`src/rtl/sha256crypt_cmp_config_tx_if.sv`:
```
// Bundle between the test/control logic and the CMP_CONFIG serializer.
// Carries the parallel config, the hash RAM read port, the byte stream and the status flags.
interface sha256crypt_cmp_config_tx_if #(
    parameter int unsigned HASH_COUNT_W = 11,
    parameter int unsigned HASH_ADDR_W  = 10
);
    logic                    start;
    logic                    mode_cmp;
    logic [4:0]              salt_len;
    logic [127:0]            salt;
    logic [31:0]             iter_cnt;
    logic [HASH_COUNT_W-1:0] hash_count;
    logic                    hash_rd_en;
    logic [HASH_ADDR_W-1:0]  hash_rd_addr;
    logic [31:0]             hash_rd_data;
    logic [7:0]              dout;
    logic                    wr_en;
    logic                    full;
    logic                    busy;
    logic                    done;
    logic                    err;

    modport master (
        output start, mode_cmp, salt_len, salt, iter_cnt, hash_count, hash_rd_data, full,
        input  hash_rd_en, hash_rd_addr, dout, wr_en, busy, done, err
    );

    modport slave (
        input  start, mode_cmp, salt_len, salt, iter_cnt, hash_count, hash_rd_data, full,
        output hash_rd_en, hash_rd_addr, dout, wr_en, busy, done, err
    );
endinterface

```
`src/rtl/sha256crypt_cmp_config_tx.sv`:
```
// Serializes a latched CMP_CONFIG into the byte stream of the cmp_config parser,
// prefetching comparator words from the hash RAM so the stream has no bubbles.
module sha256crypt_cmp_config_tx #(
    parameter int unsigned HASH_COUNT_W = 11,
    parameter int unsigned HASH_ADDR_W  = 10
) (
    input logic                        clk_i,
    input logic                        rst_ni,
    sha256crypt_cmp_config_tx_if.slave tx_io
);
    typedef enum logic [3:0] {
        StIdle, StHdr, StSaltLen, StSalt, StIter, StHc0, StHc1, StCmp, StMagic, StError
    } state_e;

    state_e                 state_q;
    logic [127:0]           salt_q;
    logic [4:0]             salt_len_q;
    logic [31:0]            iter_q;
    logic [15:0]            cnt_q;
    logic [3:0]             idx_q;
    logic [15:0]            widx_q;
    logic [23:0]            sh_q;
    logic [31:0]            hold_q;
    logic                   hold_vld_q;
    logic                   rd_pend_q;
    logic [7:0]             dout_q;
    logic                   wr_en_q;
    logic                   busy_q;
    logic                   done_q;
    logic                   err_q;
    logic                   rd_en_q;
    logic [HASH_ADDR_W-1:0] rd_addr_q;

    logic [HASH_COUNT_W-1:0] hc_eff;
    logic                    cfg_bad;
    logic                    accept;
    logic [31:0]             word;
    logic [3:0]              idx_nx;
    logic [16:0]             load_idx;
    logic                    more_words;

    assign hc_eff  = tx_io.mode_cmp ? tx_io.hash_count : '0;
    assign cfg_bad = (tx_io.salt_len == 5'd0) || (tx_io.salt_len > 5'd16);
    assign accept  = wr_en_q & ~tx_io.full;
    // RAM data is live the cycle after the read strobe; later it sits in hold_q.
    assign word    = hold_vld_q ? hold_q : tx_io.hash_rd_data;
    assign idx_nx  = idx_q + 4'd1;
    // Index of the word entering the shift register; its successor is prefetched if it exists.
    assign load_idx   = (state_q == StHc1) ? 17'd0 : {1'b0, widx_q} + 17'd1;
    assign more_words = (load_idx + 17'd1) < {1'b0, cnt_q};

    always_ff @(posedge clk_i or negedge rst_ni) begin
        if (!rst_ni) begin
            state_q    <= StIdle;
            salt_q     <= '0;
            salt_len_q <= '0;
            iter_q     <= '0;
            cnt_q      <= '0;
            idx_q      <= '0;
            widx_q     <= '0;
            sh_q       <= '0;
            hold_q     <= '0;
            hold_vld_q <= 1'b0;
            rd_pend_q  <= 1'b0;
            dout_q     <= '0;
            wr_en_q    <= 1'b0;
            busy_q     <= 1'b0;
            done_q     <= 1'b0;
            err_q      <= 1'b0;
            rd_en_q    <= 1'b0;
            rd_addr_q  <= '0;
        end else begin
            done_q    <= 1'b0;
            rd_en_q   <= 1'b0;
            rd_pend_q <= rd_en_q;
            if (rd_pend_q) begin
                hold_q     <= tx_io.hash_rd_data;
                hold_vld_q <= 1'b1;
            end
            unique case (state_q)
                StIdle: begin
                    if (tx_io.start) begin
                        salt_q     <= tx_io.salt;
                        salt_len_q <= tx_io.salt_len;
                        iter_q     <= tx_io.iter_cnt;
                        cnt_q      <= 16'(hc_eff);
                        if (cfg_bad) begin
                            err_q   <= 1'b1;
                            state_q <= StError;
                        end else begin
                            dout_q  <= 8'h00;
                            wr_en_q <= 1'b1;
                            busy_q  <= 1'b1;
                            state_q <= StHdr;
                        end
                    end
                end
                StHdr: begin
                    if (accept) begin
                        dout_q  <= {3'b000, salt_len_q};
                        state_q <= StSaltLen;
                    end
                end
                StSaltLen: begin
                    if (accept) begin
                        dout_q  <= salt_q[7:0];
                        idx_q   <= 4'd0;
                        state_q <= StSalt;
                    end
                end
                StSalt: begin
                    if (accept) begin
                        if (idx_q == 4'd15) begin
                            dout_q  <= iter_q[7:0];
                            idx_q   <= 4'd0;
                            state_q <= StIter;
                        end else begin
                            dout_q <= salt_q[{idx_nx, 3'b000} +: 8];
                            idx_q  <= idx_nx;
                        end
                    end
                end
                StIter: begin
                    if (accept) begin
                        if (idx_q == 4'd3) begin
                            dout_q  <= cnt_q[7:0];
                            state_q <= StHc0;
                            if (cnt_q != 16'd0) begin
                                rd_en_q   <= 1'b1;
                                rd_addr_q <= '0;
                            end
                        end else begin
                            dout_q <= iter_q[{idx_nx[1:0], 3'b000} +: 8];
                            idx_q  <= idx_nx;
                        end
                    end
                end
                StHc0: begin
                    if (accept) begin
                        dout_q  <= cnt_q[15:8];
                        state_q <= StHc1;
                    end
                end
                StHc1, StCmp: begin
                    if (accept) begin
                        if (state_q == StCmp && idx_q[1:0] != 2'd3) begin
                            dout_q <= sh_q[7:0];
                            sh_q   <= {8'h00, sh_q[23:8]};
                            idx_q  <= idx_nx;
                        end else if (load_idx == {1'b0, cnt_q}) begin
                            dout_q  <= 8'hCC;
                            state_q <= StMagic;
                        end else begin
                            dout_q     <= word[7:0];
                            sh_q       <= word[31:8];
                            widx_q     <= load_idx[15:0];
                            idx_q      <= 4'd0;
                            hold_vld_q <= 1'b0;
                            state_q    <= StCmp;
                            if (more_words) begin
                                rd_en_q   <= 1'b1;
                                rd_addr_q <= rd_addr_q + HASH_ADDR_W'(1);
                            end
                        end
                    end
                end
                StMagic: begin
                    if (accept) begin
                        wr_en_q <= 1'b0;
                        busy_q  <= 1'b0;
                        done_q  <= 1'b1;
                        state_q <= StIdle;
                    end
                end
                StError: ;
                default: state_q <= StIdle;
            endcase
        end
    end

    assign tx_io.dout         = dout_q;
    assign tx_io.wr_en        = wr_en_q;
    assign tx_io.busy         = busy_q;
    assign tx_io.done         = done_q;
    assign tx_io.err          = err_q;
    assign tx_io.hash_rd_en   = rd_en_q;
    assign tx_io.hash_rd_addr = rd_addr_q;
endmodule

```
`src/flat_wrapper.sv`:
```
// flat-port wrapper written by rule: the top's interface ports become plain ports
module sha256crypt_cmp_config_tx_flat 
#(
    parameter int unsigned HASH_COUNT_W = 11,
    parameter int unsigned HASH_ADDR_W  = 10
)
  (clk_i, rst_ni, tx_io_start, tx_io_mode_cmp, tx_io_salt_len, tx_io_salt, tx_io_iter_cnt, tx_io_hash_count, tx_io_hash_rd_data, tx_io_full, tx_io_hash_rd_en, tx_io_hash_rd_addr, tx_io_dout, tx_io_wr_en, tx_io_busy, tx_io_done, tx_io_err);
  sha256crypt_cmp_config_tx_if #(.HASH_COUNT_W(HASH_COUNT_W), .HASH_ADDR_W(HASH_ADDR_W)) tx_io_i ();
  input logic clk_i;
  input logic rst_ni;
  input wire logic [$bits(tx_io_i.start)-1:0] tx_io_start;
  input wire logic [$bits(tx_io_i.mode_cmp)-1:0] tx_io_mode_cmp;
  input wire logic [$bits(tx_io_i.salt_len)-1:0] tx_io_salt_len;
  input wire logic [$bits(tx_io_i.salt)-1:0] tx_io_salt;
  input wire logic [$bits(tx_io_i.iter_cnt)-1:0] tx_io_iter_cnt;
  input wire logic [$bits(tx_io_i.hash_count)-1:0] tx_io_hash_count;
  input wire logic [$bits(tx_io_i.hash_rd_data)-1:0] tx_io_hash_rd_data;
  input wire logic [$bits(tx_io_i.full)-1:0] tx_io_full;
  output wire logic [$bits(tx_io_i.hash_rd_en)-1:0] tx_io_hash_rd_en;
  output wire logic [$bits(tx_io_i.hash_rd_addr)-1:0] tx_io_hash_rd_addr;
  output wire logic [$bits(tx_io_i.dout)-1:0] tx_io_dout;
  output wire logic [$bits(tx_io_i.wr_en)-1:0] tx_io_wr_en;
  output wire logic [$bits(tx_io_i.busy)-1:0] tx_io_busy;
  output wire logic [$bits(tx_io_i.done)-1:0] tx_io_done;
  output wire logic [$bits(tx_io_i.err)-1:0] tx_io_err;
  assign tx_io_i.start = tx_io_start;
  assign tx_io_i.mode_cmp = tx_io_mode_cmp;
  assign tx_io_i.salt_len = tx_io_salt_len;
  assign tx_io_i.salt = tx_io_salt;
  assign tx_io_i.iter_cnt = tx_io_iter_cnt;
  assign tx_io_i.hash_count = tx_io_hash_count;
  assign tx_io_i.hash_rd_data = tx_io_hash_rd_data;
  assign tx_io_i.full = tx_io_full;
  assign tx_io_hash_rd_en = tx_io_i.hash_rd_en;
  assign tx_io_hash_rd_addr = tx_io_i.hash_rd_addr;
  assign tx_io_dout = tx_io_i.dout;
  assign tx_io_wr_en = tx_io_i.wr_en;
  assign tx_io_busy = tx_io_i.busy;
  assign tx_io_done = tx_io_i.done;
  assign tx_io_err = tx_io_i.err;
  sha256crypt_cmp_config_tx #(.HASH_COUNT_W(HASH_COUNT_W), .HASH_ADDR_W(HASH_ADDR_W)) u_core (.clk_i(clk_i), .rst_ni(rst_ni), .tx_io(tx_io_i));
endmodule
```
`config.mk`:
```
export PLATFORM = sky130hd
export DESIGN_NAME = sha256crypt_cmp_config_tx_flat
export DESIGN_NICKNAME = d
export VERILOG_FILES = /design/src/rtl/sha256crypt_cmp_config_tx_if.sv /design/src/rtl/sha256crypt_cmp_config_tx.sv /design/src/flat_wrapper.sv
export SDC_FILE = /design/constraint.sdc
export NUM_CORES = 1
export LEC_CHECK = 0
export ABC_AREA = 1
export BUFFER_PORTS_ARGS = -buffer_cell sky130_fd_sc_hd__buf_2
export CORE_MARGIN = 5
export CORE_UTILIZATION = 57
export DETAILED_ROUTE_END_ITERATION = 10
export PLACE_DENSITY_LB_ADDON = 0.05
export RECOVER_POWER = 50
export SYNTH_ARGS = -nofsm -noshare
export SYNTH_HDL_FRONTEND = slang
export SYNTH_SLANG_ARGS = --single-unit
```
`constraint.sdc`:
```
create_clock -name clk_i -period 3.8 [get_ports clk_i]
set_input_delay 0.19 -clock clk_i [delete_from_list [all_inputs] [get_ports clk_i]]
set_output_delay 0.19 -clock clk_i [all_outputs]
set_load 0.02 [all_outputs]
```
### Word-level counts from Yosys, hierarchy flattened

Index checks and enable logic that the tools add are counted.

| storage, ports and cells | value |
|---|---|
| register bits after elaboration | 280 |
| logic and storage cells | 147 |
| bits of input ports | 213 |
| output and inout port bits | 23 |

| operators by class | value |
|---|---|
| add/subtract/negate cells | 4 |
| reductions and logical operators | 19 |
| order comparisons | 2 |
| shifts and indexed selects | 2 |
| bitwise gates (word level) | 5 |
| equal/unequal tests | 31 |
| mux-type cells | 67 |

Operators by type and width:

| operator | number |
|---|---|
| variable part select 128 x 8 -> 8 bit | 1 |
| two-way mux 8 bit | 12 |
| two-way mux 4 bit | 20 |
| two-way mux 10 bit | 7 |
| one-hot mux 8 bit (7 select lines) | 1 |
| two-way mux 24 bit | 2 |
| one-hot mux 4 bit (9 select lines) | 1 |
| two-way mux 32 bit | 1 |
| variable part select 32 x 6 -> 8 bit | 1 |
| != test 2 x 1 -> 1 bit, second input constant | 12 |
| one-hot mux 10 bit (2 select lines) | 1 |
| adder 16 x 1 -> 17 bit, second input constant | 1 |
| adder 17 x 1 -> 17 bit, second input constant | 1 |
| == test 17 x 11 -> 1 bit | 1 |
| less-than comparator 17 x 11 -> 1 bit | 1 |
| two-way mux 1 bit | 17 |
| two-way mux 17 bit | 1 |
| == test 4 x 3 -> 1 bit, second input constant | 4 |
| one-hot mux 4 bit (4 select lines) | 1 |
| nonzero test 16 bit | 1 |
| == test 4 x 2 -> 1 bit, second input constant | 3 |
| == test 4 bit, second input constant | 3 |
| != test 2 bit, second input constant | 6 |
| AND reduction 12 bit | 1 |
| other kinds (23) | 30 |

### Logic depth before layout (Yosys ltp)

Gate-level depths: netlist of the first run.

| logic depth | value |
|---|---|
| word-level depth | 9 |
| mapped depth | 28 |
| gate-level depth less buffers | 26 |

### Least setup slack after synthesis of the first run

Ideal clock, no wire load.

| path | value |
|---|---|
| kind | reg-to-reg |
| from | register u_core.widx_q[0] |
| to | register u_core.rd_addr_q[6], in the netlist u_core.tx_io.hash_rd_addr[6] |
| data arrival time | 3156 ps |
| required time | 3682 ps |
| path slack | 527 ps |
| clock period less this slack | 3273 ps |
| path buffers | 1 |
| library setup time | 118 ps |
| stages on the path, launching flop included | 27 |
| cells stage by stage | dfrtp_1 ha_1 inv_1 nor2_1 ha_1 nand3_4 nor2_4 inv_1 nor2_1 nand2_1 xor2_1 ha_1 a21oi_1 nor2_1 nor2_1 nand4_1 a21boi_0 nand2_1 nor2_1 nand2_1 nor2_1 nand2_1 nand2_1 nand2_1 buf_6 nand2_1 nand2_1 |

| between the ends | value |
|---|---|
| longest elaborated chain between the ends | 6 |
| elaborated cells on any way between the ends | 8 |
| classes of those cells | add/sub (2); order compare (1); eq/ne (3); mux (1); reduce/logical (1) |

Ends and longest elaborated chain:

| what | line | source |
|---|---|---|
| start, declared | sha256crypt_cmp_config_tx.sv:21 | `logic [15:0] widx_q;` |
| start signal, assigned | sha256crypt_cmp_config_tx.sv:156 | `widx_q <= load_idx[15:0];` |
| adder 16 x 1 -> 17 bit * | sha256crypt_cmp_config_tx.sv:49 | `assign load_idx = (state_q == StHc1) ? 17'd0 : {1'b0, widx_q} + 17'd1;` |
| two-way mux 17 bit * | sha256crypt_cmp_config_tx.sv:49 |  |
| via u_core.load_idx[1] | sha256crypt_cmp_config_tx.sv:39 | `logic [16:0] load_idx;` |
| adder 17 x 1 -> 17 bit | sha256crypt_cmp_config_tx.sv:50 | `assign more_words = (load_idx + 17'd1) < {1'b0, cnt_q};` |
| less-than comparator 17 x 11 -> 1 bit | sha256crypt_cmp_config_tx.sv:50 |  |
| != test 2 x 1 -> 1 bit (no source line) | -- |  |
| AND reduction 8 bit (no source line) * | -- |  |
| end signal, assigned | sha256crypt_cmp_config_tx.sv:162 | `rd_addr_q <= rd_addr_q + HASH_ADDR_W'(1);` |
| end, declared | sha256crypt_cmp_config_tx.sv:32 | `logic [HASH_ADDR_W-1:0] rd_addr_q;` |

Mark *: on every way through the listed nets, which the timed path passes. The rest lies on a longest branch.
A chain may end at the register's enable or synchronous reset.

### Final worst setup path of the first run

| path | value |
|---|---|
| from | register u_core.state_q[3] |
| to | register u_core.rd_addr_q[7], in the netlist u_core.tx_io.hash_rd_addr[7] |

| between the ends | value |
|---|---|
| longest elaborated chain between the ends | 6 |
| elaborated cells on any way between the ends | 19 |
| classes of those cells | add/sub (1); order compare (1); eq/ne (11); mux (2); reduce/logical (4) |

Ends and longest elaborated chain:

| what | line | source |
|---|---|---|
| start, declared | sha256crypt_cmp_config_tx.sv:15 | `state_e state_q;` |
| start signal, assigned | sha256crypt_cmp_config_tx.sv:54 | `state_q <= StIdle;` |
| start signal, assigned | sha256crypt_cmp_config_tx.sv:89 | `state_q <= StError;` |
| start signal, assigned | sha256crypt_cmp_config_tx.sv:94 | `state_q <= StHdr;` |
| == test 4 x 3 -> 1 bit * | sha256crypt_cmp_config_tx.sv:49 |  |
| two-way mux 17 bit * | sha256crypt_cmp_config_tx.sv:49 |  |
| via u_core.load_idx[0] | sha256crypt_cmp_config_tx.sv:39 |  |
| adder 17 x 1 -> 17 bit | sha256crypt_cmp_config_tx.sv:50 |  |
| less-than comparator 17 x 11 -> 1 bit | sha256crypt_cmp_config_tx.sv:50 |  |
| != test 2 x 1 -> 1 bit (no source line) | -- |  |
| AND reduction 8 bit (no source line) * | -- |  |

Marks and branches as above.

==> qor.txt, run 1 <==
Yosys warning count: 0
Slowest-stage cell, CP: dfrtp_1
Vias in the first global route: 15,000
Number of DRC markers in iteration 0: 1,594
Synthesis-stage register bit count: 280
Hold Path Depth: 3
CP max FO: 11
Worst-Margin Slew: 2.791 ns
Fill count: 1,808
Root Buffer: clkbuf_16
Congestion Overflow GR: 0
Combinational cell fraction of total power: 41.3%
Ys async rst share: 100.0%
Minimum clock period: 3.483 ns
Nets@finish: 2,594
Synthesized area per cell: 7.468 um2
Starting Density: 58.05%
CTS Buf Count: 30
Layout cell share with drive strength beyond 1: 14.35%
Critical path class: flop to flop
CTS tree: yes
Placed insts: 2,454
Violated checks: max-capacitance violations, max-slew violations
EDFF count, synth: 0
Yosys cell types: 44
Post-place instance area: 16,100 um2
Worst Path Arrival: 3.95 ns
Clock Skews: 0.01620 ns
Final setup viols: 0
CP max stage delay: 0.44 ns
Total core area: 25,250 um2
# port buffers: 235
Total power: 13.25 mW
Initial DRT Pass Iterations: 5
Total track usage: 33.11%
R2R cell count: 26
Fin cells: 2,724
Commonest register cell after synthesis: dfrtp_1
Sequential share of power: 36.9%
Reg clk slew, reported paths: 0.06 ns
Clk sinks: 280
DR vias/cell: 5.555
Hold Path Class: input pin to flop
I/O Pins: 236
DR DRC count: 0
Pwr Density: 690.3 nW/um2
Leakage power: 9.366 nW
First-pass GRT wire length: 77.91 mm
Tcrit/Tclk final: 91.67%
Critical path endpoint category: flop
Max-cap viol count: 1
Critical Path RT: 4.26 ns
Routability cong.: 0.9400
Post-DP HPWL: 29.23 mm
CP most frequent cell: nand2_1
Synthesized instance count: 1,963
Peak supply drop: 0.5591 mV
Hold slack: 0.04747 ns
Largest net degree at the start of global routing: 144
Die H: 170.4 um
Total net switching power: 5.514 mW
Clk buf depth: 3
Post-synthesis net count: 2,191
Final hold vios: 0
Clk Latency, worst-skew pair: 0.58 ns
Final ANT Viol Nets: 0
Slew headroom: -86.10%
H-tree levels: 1
Switching share of power: 41.61%
Rows: 58
P&R area growth vs syn: 30.96%
Internal power: 7.737 mW
Die width: 170.4 um
Routed vias: 15,130
Status: finished with violations
Initial antenna violation count: 4
Finished Cell Area: 19,200 um2
Wire per inst: 17.71 um
Seq/Total Area, Yosys: 47.80%
Die area: 29,020 um2
Mapped Area: 14,660 um2
Fmax: 287.1 MHz
Crit start category: flop
Clock power frac: 21.7%
Slew Viols, Final: 107
Final WL: 48.25 mm
==> layer usage <==
| layer | vias up | part of all wire (%) | routed length, um | GRT usage [%] |
|---|---|---|---|---|
| met5 | - | 0 | 0 | 0 |
| met4 | 0 | 3.6 | 1741 | 11.25 |
| met3 | 143 | 7.3 | 3544 | 6.156 |
| met2 | 715 | 48 | 23060 | 54.75 |
| met1 | 7134 | 41 | 19910 | 44.26 |
| li1 | 7141 | - | - | - |
==> what timing repair did <==
item,4_1_cts,5_1_grt
pin swaps,0,0
setup buffers,0,1
gates resized for setup,1,12
endpoints found under the setup margin,10,11
hold endpoints to repair,328,0
hold buffers,209,0
==> logic make-up after synthesis <==
family | after synthesis | share of synthesized area, %
fa+ha+maj | 15 | 1.280
mux | 3 | 0.2304
flops | 280 | 47.80
buf+inv | 293 | 7.844
simple gates | 952 | 26.84
compound gates | 407 | 15.23
xor+xnor | 13 | 0.7767
==> power by group through the flow <==
| stage | Combinational [mW] | Sequential (mW) | Clock [mW] |
|---|---|---|---|
| after floorplan | 3.59 | 4.74 | 0 |
| after global placement | 4.96 | 4.83 | 0 |
| after detailed placement | 5.05 | 4.88 | 0 |
| after CTS | 5.26 | 4.83 | 2.90 |
| after global routing | 6.13 | 5.01 | 3.03 |
| final | 5.47 | 4.89 | 2.88 |
==> critical path, delay by kind of cell (launching register included) <==
kind,cells,cell delay [ns]
and+or+nand+nor,19,1.78
adders and majority gates,2,0.48
xor gates and xnor gates,1,0.15
DFF,1,0.44
buffers and inverters,2,0.19
AOI/OAI and AO/OA,2,0.31
==> cell usage after synthesis (4+ instances only) <==
cell      count  area share, %
ha_1         15            1.3
a21oi_1      65            2.2
o22ai_1      12           0.51
nand2_1     684             18
buf_4         4           0.20
inv_2         7           0.18
inv_1       182            4.7
nor3_1       13           0.44
o21ai_1      22           0.75
a221oi_1      5           0.30
nand4_1      12           0.51
dfrtp_1     280             48
nand3_2       7           0.48
nor2_1      112            2.9
nor2_4        4           0.31
o211ai_1     46            2.4
clkbuf_1     81            2.1
buf_1         6           0.15
buf_2         7           0.24
nand3_1      91            3.1
o21ai_0     243            8.3
nor2_2        9           0.38
xor2_1       12           0.72
==> final cells by class <==
type	count	area (um2)	area share (%)
antenna	4	10.01	0.05214
sequential	280	7010	36.52
tap	330	412.9	2.151
multi-input combinational	1390	6556	34.15
timing repair buffer	472	3503	18.25
clock buffer	48	908.4	4.732
clock inverter	8	73.82	0.3845
inverter	192	721.9	3.761
==> layout by cell type (no fill, tap or decap), drive strengths merged, types with 4 or more instances in the layout <==
cell type / n
dfrtp: 280
clkbuf: 71
inv: 188
diode: 4
nand2: 690
buf: 240
nand4: 12
a221oi: 5
dlygate4sd3: 209
nor3: 16
nand3: 100
a21oi: 66
nor2: 125
o211ai: 46
o21ai: 265
o22ai: 12
xor2: 12
clkinv: 10
ha: 15
==> flip-flops by register name, indices dropped and copies added (netlist names), 4 cells and up <==
name	cells
u_core.salt_q	128
u_core.hold_q	32
u_core.iter_q	32
u_core.sh_q	24
u_core.widx_q	16
u_core.cnt_q	11
u_core.tx_io.hash_rd_addr	10
u_core.tx_io.dout	8
u_core.salt_len_q	5
u_core.idx_q	4
u_core.state_q	4
==> path summary, 6_finish.rpt <==
path	slack, ns	endpoint	from
setup reg to reg	0.32	u_core.tx_io.hash_rd_addr[7]$_DFFE_PN0P_	u_core.state_q[3]$_DFFE_PN0P_
min in group asynchronous	1.02	u_core.salt_q[34]$_DFFE_PN0P_	rst_ni
hold / removal	0.05	u_core.cnt_q[7]$_DFFE_PN0P_	tx_io_mode_cmp
hold reg to reg	0.40	u_core.rd_pend_q$_DFF_PN0_	u_core.tx_io.hash_rd_en$_DFF_PN0_
max in group asynchronous	0.74	u_core.idx_q[0]$_DFFE_PN0P_	rst_ni
setup / recovery	0.32	u_core.tx_io.hash_rd_addr[7]$_DFFE_PN0P_	u_core.state_q[3]$_DFFE_PN0P_
==> stage by stage <==
| step | TNS, ns | worst slack (ns) | utilization (%) |
|---|---|---|---|
| after floorplan | 0 | 0.5268 | - |
| after global placement | 0 | 0.004424 | 63.77 |
| after detailed placement | -0.4324 | -0.05531 | 63.77 |
| after CTS | 0 | 0.02384 | 75.95 |
| after global routing | -0.001412 | -0.001412 | 76.02 |
| final | 0 | 0.3166 | 76.02 |
(Power assumes the default switching activity.)
==> inputs of run 2 (changes only) <==
==> constraint.sdc (replaced) <==
create_clock -name clk_i -period 3.8 [get_ports clk_i]
set_input_delay 0.19 -clock clk_i [delete_from_list [all_inputs] [get_ports clk_i]]
set_output_delay 0.19 -clock clk_i [all_outputs]
set_load 0.005 [all_outputs]
==> qor.txt, run 2 (same netlist as run 1, synthesis figures left out) <==
Final hold vios: 0
CTS tree: yes
Root Buffer: clkbuf_16
CP max stage delay: 0.43 ns
Routed vias: 15,130
Total track usage: 33.11%
Post-place instance area: 16,100 um2
Total power: 13.20 mW
Vias in the first global route: 15,000
Reg clk slew, reported paths: 0.06 ns
Tcrit/Tclk final: 91.64%
Wl on met1: 19.89 mm
Hold Path Class: input pin to flop
Critical Path RT: 4.26 ns
Total core area: 25,250 um2
Initial antenna violation count: 4
Slowest-stage cell, CP: dfrtp_1
P&R area growth vs syn: 30.99%
Crit start category: flop
Reg area: 7010 um2
Biggest register: u_core.salt_q
Die H: 170.4 um
Clk sinks: 280
Met3 Wirelength: 3.483 mm
Rows: 58
Clock Skews: 0.01782 ns
CP most frequent cell: nand2_1
CP top delay family: simple AND/OR/NAND/NOR gates
Top Layer Used: met4
Fin Setup TNS: 0 ns
Die width: 170.4 um
Slew Viols, Final: 107
Met2 WL: 23.05 mm
# port buffers: 235
Number of DRC markers in iteration 0: 1,583
Setup ws final: 0.3178 ns
Peak supply drop: 0.5576 mV
Pre-CTS WS: -0.05531 ns
Fmax: 287.2 MHz
First-pass GRT wire length: 77.91 mm
Most frequent cells in the layout: nand2_1 (682), dfrtp_1 (279), o21ai_0 (243)
Placed insts: 2,454
Final setup viols: 0
Critical path endpoint category: flop
Commonest non-fill, non-tap cell in the layout: nand2_1
Post-DP HPWL: 29.23 mm
Max reg flops: 128
Layout cell share with drive strength beyond 1: 14.52%
Largest net degree at the start of global routing: 144
Hold slack: 0.04945 ns
CP max FO: 11
Violated checks: max-capacitance violations, max-slew violations
Final ANT Viol Nets: 0
WP buf/inv: 2
Finished Cell Area: 19,200 um2
Pwr Density: 687.2 nW/um2
Starting Density: 58.05%
Slew headroom: -86.04%
CTS Buf Count: 30
H-tree levels: 1
Clk Latency, worst-skew pair: 0.58 ns
Status: finished with violations
DR vias/cell: 5.554
Worst Path Arrival: 3.94 ns
Nets@finish: 2,594
Congestion Overflow GR: 0
Max-cap viol count: 1
Top Registers: u_core.salt_q: 128 flops, u_core.hold_q: 32 flops, u_core.iter_q: 32 flops
Minimum clock period: 3.482 ns
Fin cells: 2,724
DR DRC count: 0
Clk buf depth: 3
Die area: 29,020 um2
Critical path class: flop to flop
Final WL: 48.22 mm
I/O Pins: 236
Initial DRT Pass Iterations: 8
Wire per inst: 17.70 um
Multi-input gate area: 6556 um2
Fill count: 1,807
Core Util, Final: 76.04%
Routability cong.: 0.9400
Leakage power: 9.379 nW
Worst-Margin Slew: 2.791 ns
==> run 2: cell count changes in the layout (fill, tap and decap cells not counted) <==
cell | previous run | this run
buf_2 | 213 | 217
clkbuf_1 | 30 | 26
==> run 2: report_power, final <==
group / internal [mW] / switching (mW)
Combinational: 1.84 / 3.58
Sequential: 4.26 / 0.638
Clock: 1.64 / 1.24
==> run 2: per-layer routing <==
layer	track usage, %	vias to the layer above
met5	0	-
li1	-	7141
met2	54.75	708
met3	6.156	146
met1	44.26	7135
met4	11.25	0
==> run 2: layout make-up <==
type / instances / share of cell area (%)
Timing Repair Buffer: 472 / 18.27
Inverter: 192 / 3.760
Clock inverter: 8 / 0.3844
Clock buffer: 48 / 4.731
Multi-Input combinational cell: 1390 / 34.14
Antenna cell: 4 / 0.05213
Sequential cell: 280 / 36.51
Tap cell: 330 / 2.150
==> run 2: timing repair <==
item,4_1_cts,5_1_grt
buffers inserted,0,1
setup endpoints to repair,10,11
endpoints found under the hold margin,328,0
resized for setup,1,12
hold buffers,209,0
==> run 2: worst paths after layout <==
kind / startpoint / to / slack (ns) / cells past startpoint
worst max-delay path: u_core.state_q[3]$_DFFE_PN0P_ / u_core.tx_io.hash_rd_addr[7]$_DFFE_PN0P_ / 0.32 / 26
worst min-delay path: tx_io_mode_cmp / u_core.cnt_q[7]$_DFFE_PN0P_ / 0.05 / 3
worst max register to register: u_core.state_q[3]$_DFFE_PN0P_ / u_core.tx_io.hash_rd_addr[7]$_DFFE_PN0P_ / 0.32 / 26
worst min register to register: u_core.tx_io.hash_rd_en$_DFF_PN0_ / u_core.rd_pend_q$_DFF_PN0_ / 0.40 / 0
max in group asynchronous: rst_ni / u_core.idx_q[0]$_DFFE_PN0P_ / 0.74 / 2
min in group asynchronous: rst_ni / u_core.salt_q[34]$_DFFE_PN0P_ / 1.02 / 2
==> run 2: worst register-to-register path: stages, from the launching register on <==
cell and delay (ns):
dfrtp_1 0.43, inv_2 0.11, nand2_4 0.08, nor2_2 0.37, nor2_2 0.10, ha_2 0.21, nand3_4 0.09, nor2_4 0.05
inv_1 0.08, nor2_4 0.05, nand2_1 0.07, xor2_1 0.15, ha_1 0.27, a21oi_2 0.15, nor2_1 0.05, nor2_1 0.08
nand4_1 0.10, a21boi_1 0.16, nand2_1 0.09, nor2_1 0.10, nand2_1 0.06, nor2_1 0.09, nand2_1 0.07, nand2_2 0.09
nand2_4 0.11, nand2_1 0.10, nand2_1 0.05
